==> src/rtl/light_bar_pkg.sv <==
// Shared types and constants for the light-bar pattern scheduler.
package light_bar_pkg;

  typedef enum logic {
    IDLE = 1'b0,
    RUN  = 1'b1
  } state_e;

  localparam int unsigned NUM_PATTERNS = 4;
  localparam int unsigned PAT_W        = $clog2(NUM_PATTERNS);
  localparam int unsigned BCD_W        = 4;

  // One-hot enables in [0:3] order: bit 0 (leftmost) selects pattern 0.
  localparam logic [0:NUM_PATTERNS-1] PAT0 = 4'b1000;
  localparam logic [0:NUM_PATTERNS-1] PAT1 = 4'b0100;
  localparam logic [0:NUM_PATTERNS-1] PAT2 = 4'b0010;
  localparam logic [0:NUM_PATTERNS-1] PAT3 = 4'b0001;

  // Pattern index to one-hot enable vector.
  function automatic logic [0:NUM_PATTERNS-1] pat_onehot(input logic [PAT_W-1:0] pat);
    logic [0:NUM_PATTERNS-1] oh;
    case (pat)
      PAT_W'(1): oh = PAT1;
      PAT_W'(2): oh = PAT2;
      PAT_W'(3): oh = PAT3;
      default:   oh = PAT0;
    endcase
    return oh;
  endfunction

  // Next pattern index, wrapping from the last pattern back to 0.
  function automatic logic [PAT_W-1:0] next_pat(input logic [PAT_W-1:0] pat);
    return (pat == PAT_W'(NUM_PATTERNS - 1)) ? '0 : pat + 1'b1;
  endfunction

endpackage

==> src/rtl/light_bar_scheduler_button_debouncer.sv <==
// Push-button conditioner: 2-flop synchronizer, stability counter,
// debounced level and a one-cycle press event.
module button_debouncer #(
  parameter int unsigned DEBOUNCE_CYCLES = 1000000
) (
  input  logic clk_i,
  input  logic rst_n_i,
  input  logic btn_n_i,      // raw button, active-low
  output logic pressed_o,    // debounced level, 1 = pressed
  output logic press_evt_o   // one cycle on released->pressed
);

  localparam int unsigned CNT_W = (DEBOUNCE_CYCLES > 1) ? $clog2(DEBOUNCE_CYCLES) : 1;

  logic [1:0]       sync_q;
  logic             stable_n_q, stable_n_d;
  logic [CNT_W-1:0] cnt_q, cnt_d;
  logic             evt_q, evt_d;

  // Accept the synced level once it has differed from the stable level
  // for DEBOUNCE_CYCLES consecutive cycles; any agreement restarts the count.
  always_comb begin
    cnt_d      = '0;
    stable_n_d = stable_n_q;
    evt_d      = 1'b0;
    if (sync_q[1] != stable_n_q) begin
      if (cnt_q == CNT_W'(DEBOUNCE_CYCLES - 1)) begin
        stable_n_d = sync_q[1];
        evt_d      = ~sync_q[1];
      end else begin
        cnt_d = cnt_q + 1'b1;
      end
    end
  end

  // Synchronizer resets to the released level so reset never looks like a press.
  always_ff @(posedge clk_i) begin
    if (!rst_n_i) begin
      sync_q     <= 2'b11;
      stable_n_q <= 1'b1;
      cnt_q      <= '0;
      evt_q      <= 1'b0;
    end else begin
      sync_q     <= {sync_q[0], btn_n_i};
      stable_n_q <= stable_n_d;
      cnt_q      <= cnt_d;
      evt_q      <= evt_d;
    end
  end

  assign pressed_o   = ~stable_n_q;
  assign press_evt_o = evt_q;

endmodule

==> src/rtl/light_bar_scheduler.sv <==
// Light-bar sequencer: 1 Hz time base, manual/auto pattern stepping,
// long-press return to IDLE, one-hot enables and BCD pattern number.
module light_bar_scheduler
  import light_bar_pkg::*;
#(
  parameter int unsigned TICK_DIV        = 50000000,
  parameter int unsigned DEBOUNCE_CYCLES = 1000000,
  parameter int unsigned AUTO_TICKS      = 3,
  parameter int unsigned HOLD_TICKS      = 2
) (
  input  logic                    clock,
  input  logic                    resetN,
  input  logic                    switch,
  input  logic                    iButton,
  output logic [0:NUM_PATTERNS-1] enables,
  output logic [BCD_W-1:0]        stateBCD,
  output logic                    timer
);

  localparam int unsigned PRESC_W = (TICK_DIV > 1) ? $clog2(TICK_DIV) : 1;
  localparam int unsigned DWELL_W = $clog2(AUTO_TICKS + 1);
  localparam int unsigned HOLD_W  = $clog2(HOLD_TICKS + 1);

  logic                    btn_pressed, press_evt;
  logic [PRESC_W-1:0]      presc_q, presc_d;
  logic                    timer_q, timer_d;
  logic                    sw_meta_q, sw_sync_q, sw_prev_q;
  state_e                  state_q, state_d;
  logic [PAT_W-1:0]        pat_q, pat_d;
  logic [DWELL_W-1:0]      dwell_q, dwell_d;
  logic [HOLD_W-1:0]       hold_q, hold_d;
  logic                    hold_fire;
  logic [0:NUM_PATTERNS-1] enables_q, enables_d;
  logic [BCD_W-1:0]        bcd_q, bcd_d;

  button_debouncer #(
    .DEBOUNCE_CYCLES(DEBOUNCE_CYCLES)
  ) u_debounce (
    .clk_i      (clock),
    .rst_n_i    (resetN),
    .btn_n_i    (iButton),
    .pressed_o  (btn_pressed),
    .press_evt_o(press_evt)
  );

  // Free-running prescaler; timer_q marks the cycle after the terminal count.
  always_comb begin
    presc_d = presc_q + 1'b1;
    timer_d = 1'b0;
    if (presc_q == PRESC_W'(TICK_DIV - 1)) begin
      presc_d = '0;
      timer_d = 1'b1;
    end
  end

  // Count ticks of a continuous press; saturates so a hold fires only once.
  always_comb begin
    hold_d    = hold_q;
    hold_fire = 1'b0;
    if (!btn_pressed) begin
      hold_d = '0;
    end else if (timer_q && (hold_q < HOLD_W'(HOLD_TICKS))) begin
      hold_d = hold_q + 1'b1;
      if (hold_q == HOLD_W'(HOLD_TICKS - 1)) begin
        hold_fire = 1'b1;
      end
    end
  end

  // Next-state and next-output logic; button beats the auto tick.
  always_comb begin
    state_d = state_q;
    pat_d   = pat_q;
    dwell_d = dwell_q;
    case (state_q)
      IDLE: begin
        pat_d   = '0;
        dwell_d = '0;
        if (press_evt) begin
          state_d = RUN;
        end
      end
      RUN: begin
        if (hold_fire) begin
          state_d = IDLE;
          pat_d   = '0;
          dwell_d = '0;
        end else if (press_evt) begin
          pat_d   = next_pat(pat_q);
          dwell_d = '0;
        end else if ((sw_sync_q != sw_prev_q) || !sw_sync_q) begin
          dwell_d = '0;
        end else if (timer_q) begin
          if (dwell_q == DWELL_W'(AUTO_TICKS - 1)) begin
            pat_d   = next_pat(pat_q);
            dwell_d = '0;
          end else begin
            dwell_d = dwell_q + 1'b1;
          end
        end
      end
      default: begin
        state_d = IDLE;
        pat_d   = '0;
        dwell_d = '0;
      end
    endcase
    enables_d = (state_d == RUN) ? pat_onehot(pat_d) : '0;
    bcd_d     = (state_d == RUN) ? BCD_W'(pat_d) : '0;
  end

  // State, counters, switch synchronizer and output registers.
  always_ff @(posedge clock) begin
    if (!resetN) begin
      presc_q   <= '0;
      timer_q   <= 1'b0;
      sw_meta_q <= 1'b0;
      sw_sync_q <= 1'b0;
      sw_prev_q <= 1'b0;
      state_q   <= IDLE;
      pat_q     <= '0;
      dwell_q   <= '0;
      hold_q    <= '0;
      enables_q <= '0;
      bcd_q     <= '0;
    end else begin
      presc_q   <= presc_d;
      timer_q   <= timer_d;
      sw_meta_q <= switch;
      sw_sync_q <= sw_meta_q;
      sw_prev_q <= sw_sync_q;
      state_q   <= state_d;
      pat_q     <= pat_d;
      dwell_q   <= dwell_d;
      hold_q    <= hold_d;
      enables_q <= enables_d;
      bcd_q     <= bcd_d;
    end
  end

  assign enables  = enables_q;
  assign stateBCD = bcd_q;
  assign timer    = timer_q;

endmodule
==> config.mk <==
export PLATFORM = sky130hd
export DESIGN_NAME = light_bar_scheduler
export DESIGN_NICKNAME = d
export VERILOG_FILES = /design/src/rtl/light_bar_pkg.sv /design/src/rtl/light_bar_scheduler_button_debouncer.sv /design/src/rtl/light_bar_scheduler.sv
export SDC_FILE = /design/constraint.sdc
export NUM_CORES = 1
export LEC_CHECK = 0
export ABC_AREA = 0
export CORE_MARGIN = 2
export CORE_UTILIZATION = 30
export CTS_BUF_LIST = sky130_fd_sc_hd__clkbuf_4 sky130_fd_sc_hd__clkbuf_8
export CTS_CLUSTER_SIZE = 12
export DETAILED_ROUTE_END_ITERATION = 6
export REMOVE_ABC_BUFFERS = 1
export SYNTH_ARGS = -nofsm -noshare
export SYNTH_HDL_FRONTEND = slang
export SYNTH_SLANG_ARGS = --single-unit
==> constraint.sdc <==
create_clock -name clock -period 2.1 [get_ports clock]
set_input_delay 0.21 -clock clock [delete_from_list [all_inputs] [get_ports clock]]
set_output_delay 0.21 -clock clock [all_outputs]
set_load 0.005 [all_outputs]
==> flow_metrics.py <==
metrics = {
    "routing": {
        "drc": 0,
        "vias": 2316,
        "first_iter_violations": 93,
        "vias_per_cell": 4.805,
        "drt_pass1_iterations": 4,
        "ant_nets": 0,
        "drt_wl_total_um": 5530,
        "wl_per_cell_um": 11.47,
    },
    "final_layout": {
        "nNetsFinal": 356,
        "register_area_sq_um": 1341,
        "area_delta_synth_final_pct": 16.90,
        "stdcell_area_sq_um": 3402,
        "drive_above_1_share_pct": 8.499,
        "diodes": 0,
        "multi_input_area_sq_um": 1471,
        "fillers": 963,
    },
    "placed_design": {
        "placed_area_sq_um": 3192,
        "io_buffers": 10,
        "post-dp-hpwl_um": 3891,
        "routabilityCongestion": 0.7656,
    },
    "sta": {
        "max_clock_freq_mhz": 495.1,
        "rsz0062_at_grt": "false",
        "hold_slack_ns": 0.4000,
        "setup_viol": 0,
        "min_period_ns": 2.020,
        "post-route-period-util_pct": 96.18,
        "hold_violations": 0,
        "skew_ns": 0.01182,
        "finalMaxSlewViolations": 0,
    },
    "worst_setup_path": {
        "endpoint_kind": "register",
        "max_stage_delay_ns": 0.58,
        "critical_path.top_delay_family": "simple AND/OR/NAND/NOR gates",
        "path_cells": "or4_1, or4_1, o211ai_2, buf_12, nor2_1",
        "worstPathRequired_ns": 2.33,
        "startpoint_type": "register",
        "cp_common_cell": "or4_1",
        "path_buf_inv": 1,
        "crit_type": "register to register",
        "path_max_fanout": 20,
        "cpMaxStageDelayCell": "or4_1",
        "arrival_ns": 2.25,
    },
    "logic_synthesis": {
        "syn-cell-area_sq_um": 2910,
        "synth_area_leaders": "dfxtp_1 (46%), a21oi_1 (4.5%), xor2_1 (4.2%)",
        "yosys_warnings": 0,
        "synth_cell_type_count": 39,
        "synth.most_common_cell": "dfxtp_1",
        "synthXorXnorAreaFrac_pct": 6.621,
        "synth_top_area_cell": "dfxtp_1",
        "yosys-top-cells-count": "dfxtp_1 (67), nor2_1 (32), a21oi_1 (26)",
        "syn_inst": 331,
        "synth_top_family_by_area": "simple AND/OR/NAND/NOR gates",
        "synth_top_area_share_pct": 46.09,
        "synthMuxAreaShare_pct": 0.7309,
        "ys_seq_elements": 67,
        "synth_compound_area_share_pct": 11.18,
        "ys_seq_area_share_pct": 46.09,
        "avgSynthCellArea_sq_um": 8.792,
        "ys.flop_type": "dfxtp_1",
        "synth-async-reset-ratio_pct": 0,
        "synth_edf_count": 0,
        "synthAdderAreaFrac_pct": 1.720,
        "yosys.area_share.simple_pct": 29.88,
    },
    "cts": {
        "clock_latency_ns": 0.34,
        "root_buffer": "clkbuf_8",
        "clock-sinks": 67,
        "cts_tree": "built",
        "htree_levels": 3,
        "cts-buffers-inserted": 9,
        "clockBufferDepth": 2,
        "post_cts_buffers": 0,
        "hold_buffers": 0,
        "clkTransAtPathRegs_ns": 0.08,
        "cts_resized": 0,
    },
    "floorplan": {
        "start_util_pct": 31.20,
        "die-height_um": 102.5,
        "fp.coreArea_sq_um": 9328,
        "dieArea_sq_um": 10510,
        "row_count": 35,
        "die_w_um": 102.5,
        "io_pins": 13,
    },
    "global_route": {
        "gr-usage-all-layers_pct": 11.59,
        "grt_overflow": 0,
        "antenna_found_initial": 0,
        "grt_max_degree": 25,
        "grt_pass1_vias": 2222,
        "grt_pass1_wl_um": 9639,
    },
    "power": {
        "p_leak_nw": 1.099,
        "peakVddDrop_mv": 0.2312,
        "powerDensity_nw_per_um2": 719.8,
    },
    "outcome": {
        "outcome": "complete, no violations",
    },
    "flow_run": {
        "maxCapViolCount": 0,
    },
    "worst_hold_path": {
        "holdCritPathClass": "register to register",
    },
}
report_power, final:
group	internal, mW	leakage, nW	total (mW)	switching (mW)
clock	0.593	0.103	1.12	0.525
sequential	1.28	0.541	1.29	0.00626
combinational	0.0194	0.454	0.0456	0.0263
cell usage in the layout (no fill, tap or decap), types with 3 or more instances in the layout:
cell type	instances
inv_1	10
nand4_1	12
xnor2_1	8
a21oi_1	26
or3_1	13
nor2_1	32
nor3b_1	3
dfxtp_1	67
and2_1	12
o21ai_0	14
nand3b_1	3
clkbuf_8	10
clkdlybuf4s50_1	10
buf_4	8
and4_1	4
nand2_1	18
and3_1	8
nand3_1	19
ha_1	4
or4_1	13
nand2b_1	5
nor4_1	3
o31ai_1	9
xor2_1	14
cell families after synthesis:
family | count (synthesis)
simple gates | 155
xor+xnor | 22
fa+ha+maj | 4
mux | 2
flops | 67
compound gates | 56
other cells | 1
buf+inv | 24
per-layer routing:
layer,vias up,wire (um),GRT usage [%]
li1,1221,-,-
met1,1068,2656,13.63
met2,20,2627,19.21
met3,7,166,4.271
met4,0,80,4.615
met5,-,0,0
worst register-to-register path: cells and delay by family (launching register included):
family	cells	cell delay, ns
AOI/OAI and AO/OA	1	0.21
and+or+nand+nor	3	1.18
buffers and inverters	1	0.18
DFF	1	0.35
layout make-up:
cell class                 instances  share of cell area, %
timing repair buffer              19                  5.296
multi-input combinational        241                  43.25
clock inverter                     6                  2.133
clock buffer                      10                  4.046
inverter                          10                  1.103
sequential                        67                  39.43
tap                              129                  4.744
metrics by stage:
step | setup TNS (ns) | setup WS, ns | instances | total power [mW] | util, %
final | 0 | 0.08030 | 482 | 2.449 | 36.47
after global routing | 0 | 0.01357 | 482 | 2.560 | 36.47
after CTS | 0 | 0.08043 | 482 | 2.490 | 36.47
after detailed placement | 0 | 0.1066 | 466 | 1.362 | 34.22
after global placement | 0 | 0.1218 | 466 | 1.361 | 34.22
after floorplan | -7.920 | -0.3535 | 318 | 1.337 | -
worst paths after layout:
check,startpoint,end,slack [ns],cells past startpoint
hold reg to reg,u_debounce.sync_q[0],u_debounce.sync_q[1],0.40,1
setup reg to reg,u_debounce.cnt_q[13],u_debounce.cnt_q[9],0.08,5
setup / recovery,u_debounce.cnt_q[13],u_debounce.cnt_q[9],0.08,5
hold / removal,u_debounce.sync_q[0],u_debounce.sync_q[1],0.40,1
sequential cells by signal, summed over array words and instances, names as in the netlist:
name / cells
sw_sync_q: 1
presc_q: 26
dwell_q: 2
u_debounce.sync_q: 2
timer: 1
u_debounce.cnt_q: 20
pat_q: 2
state_q: 1
sw_meta_q: 1
enables: 4
hold_q: 2
u_debounce.press_evt_o: 1
u_debounce.stable_n_q: 1
sw_prev_q: 1
stateBCD: 2
(Power assumes the default switching activity.)
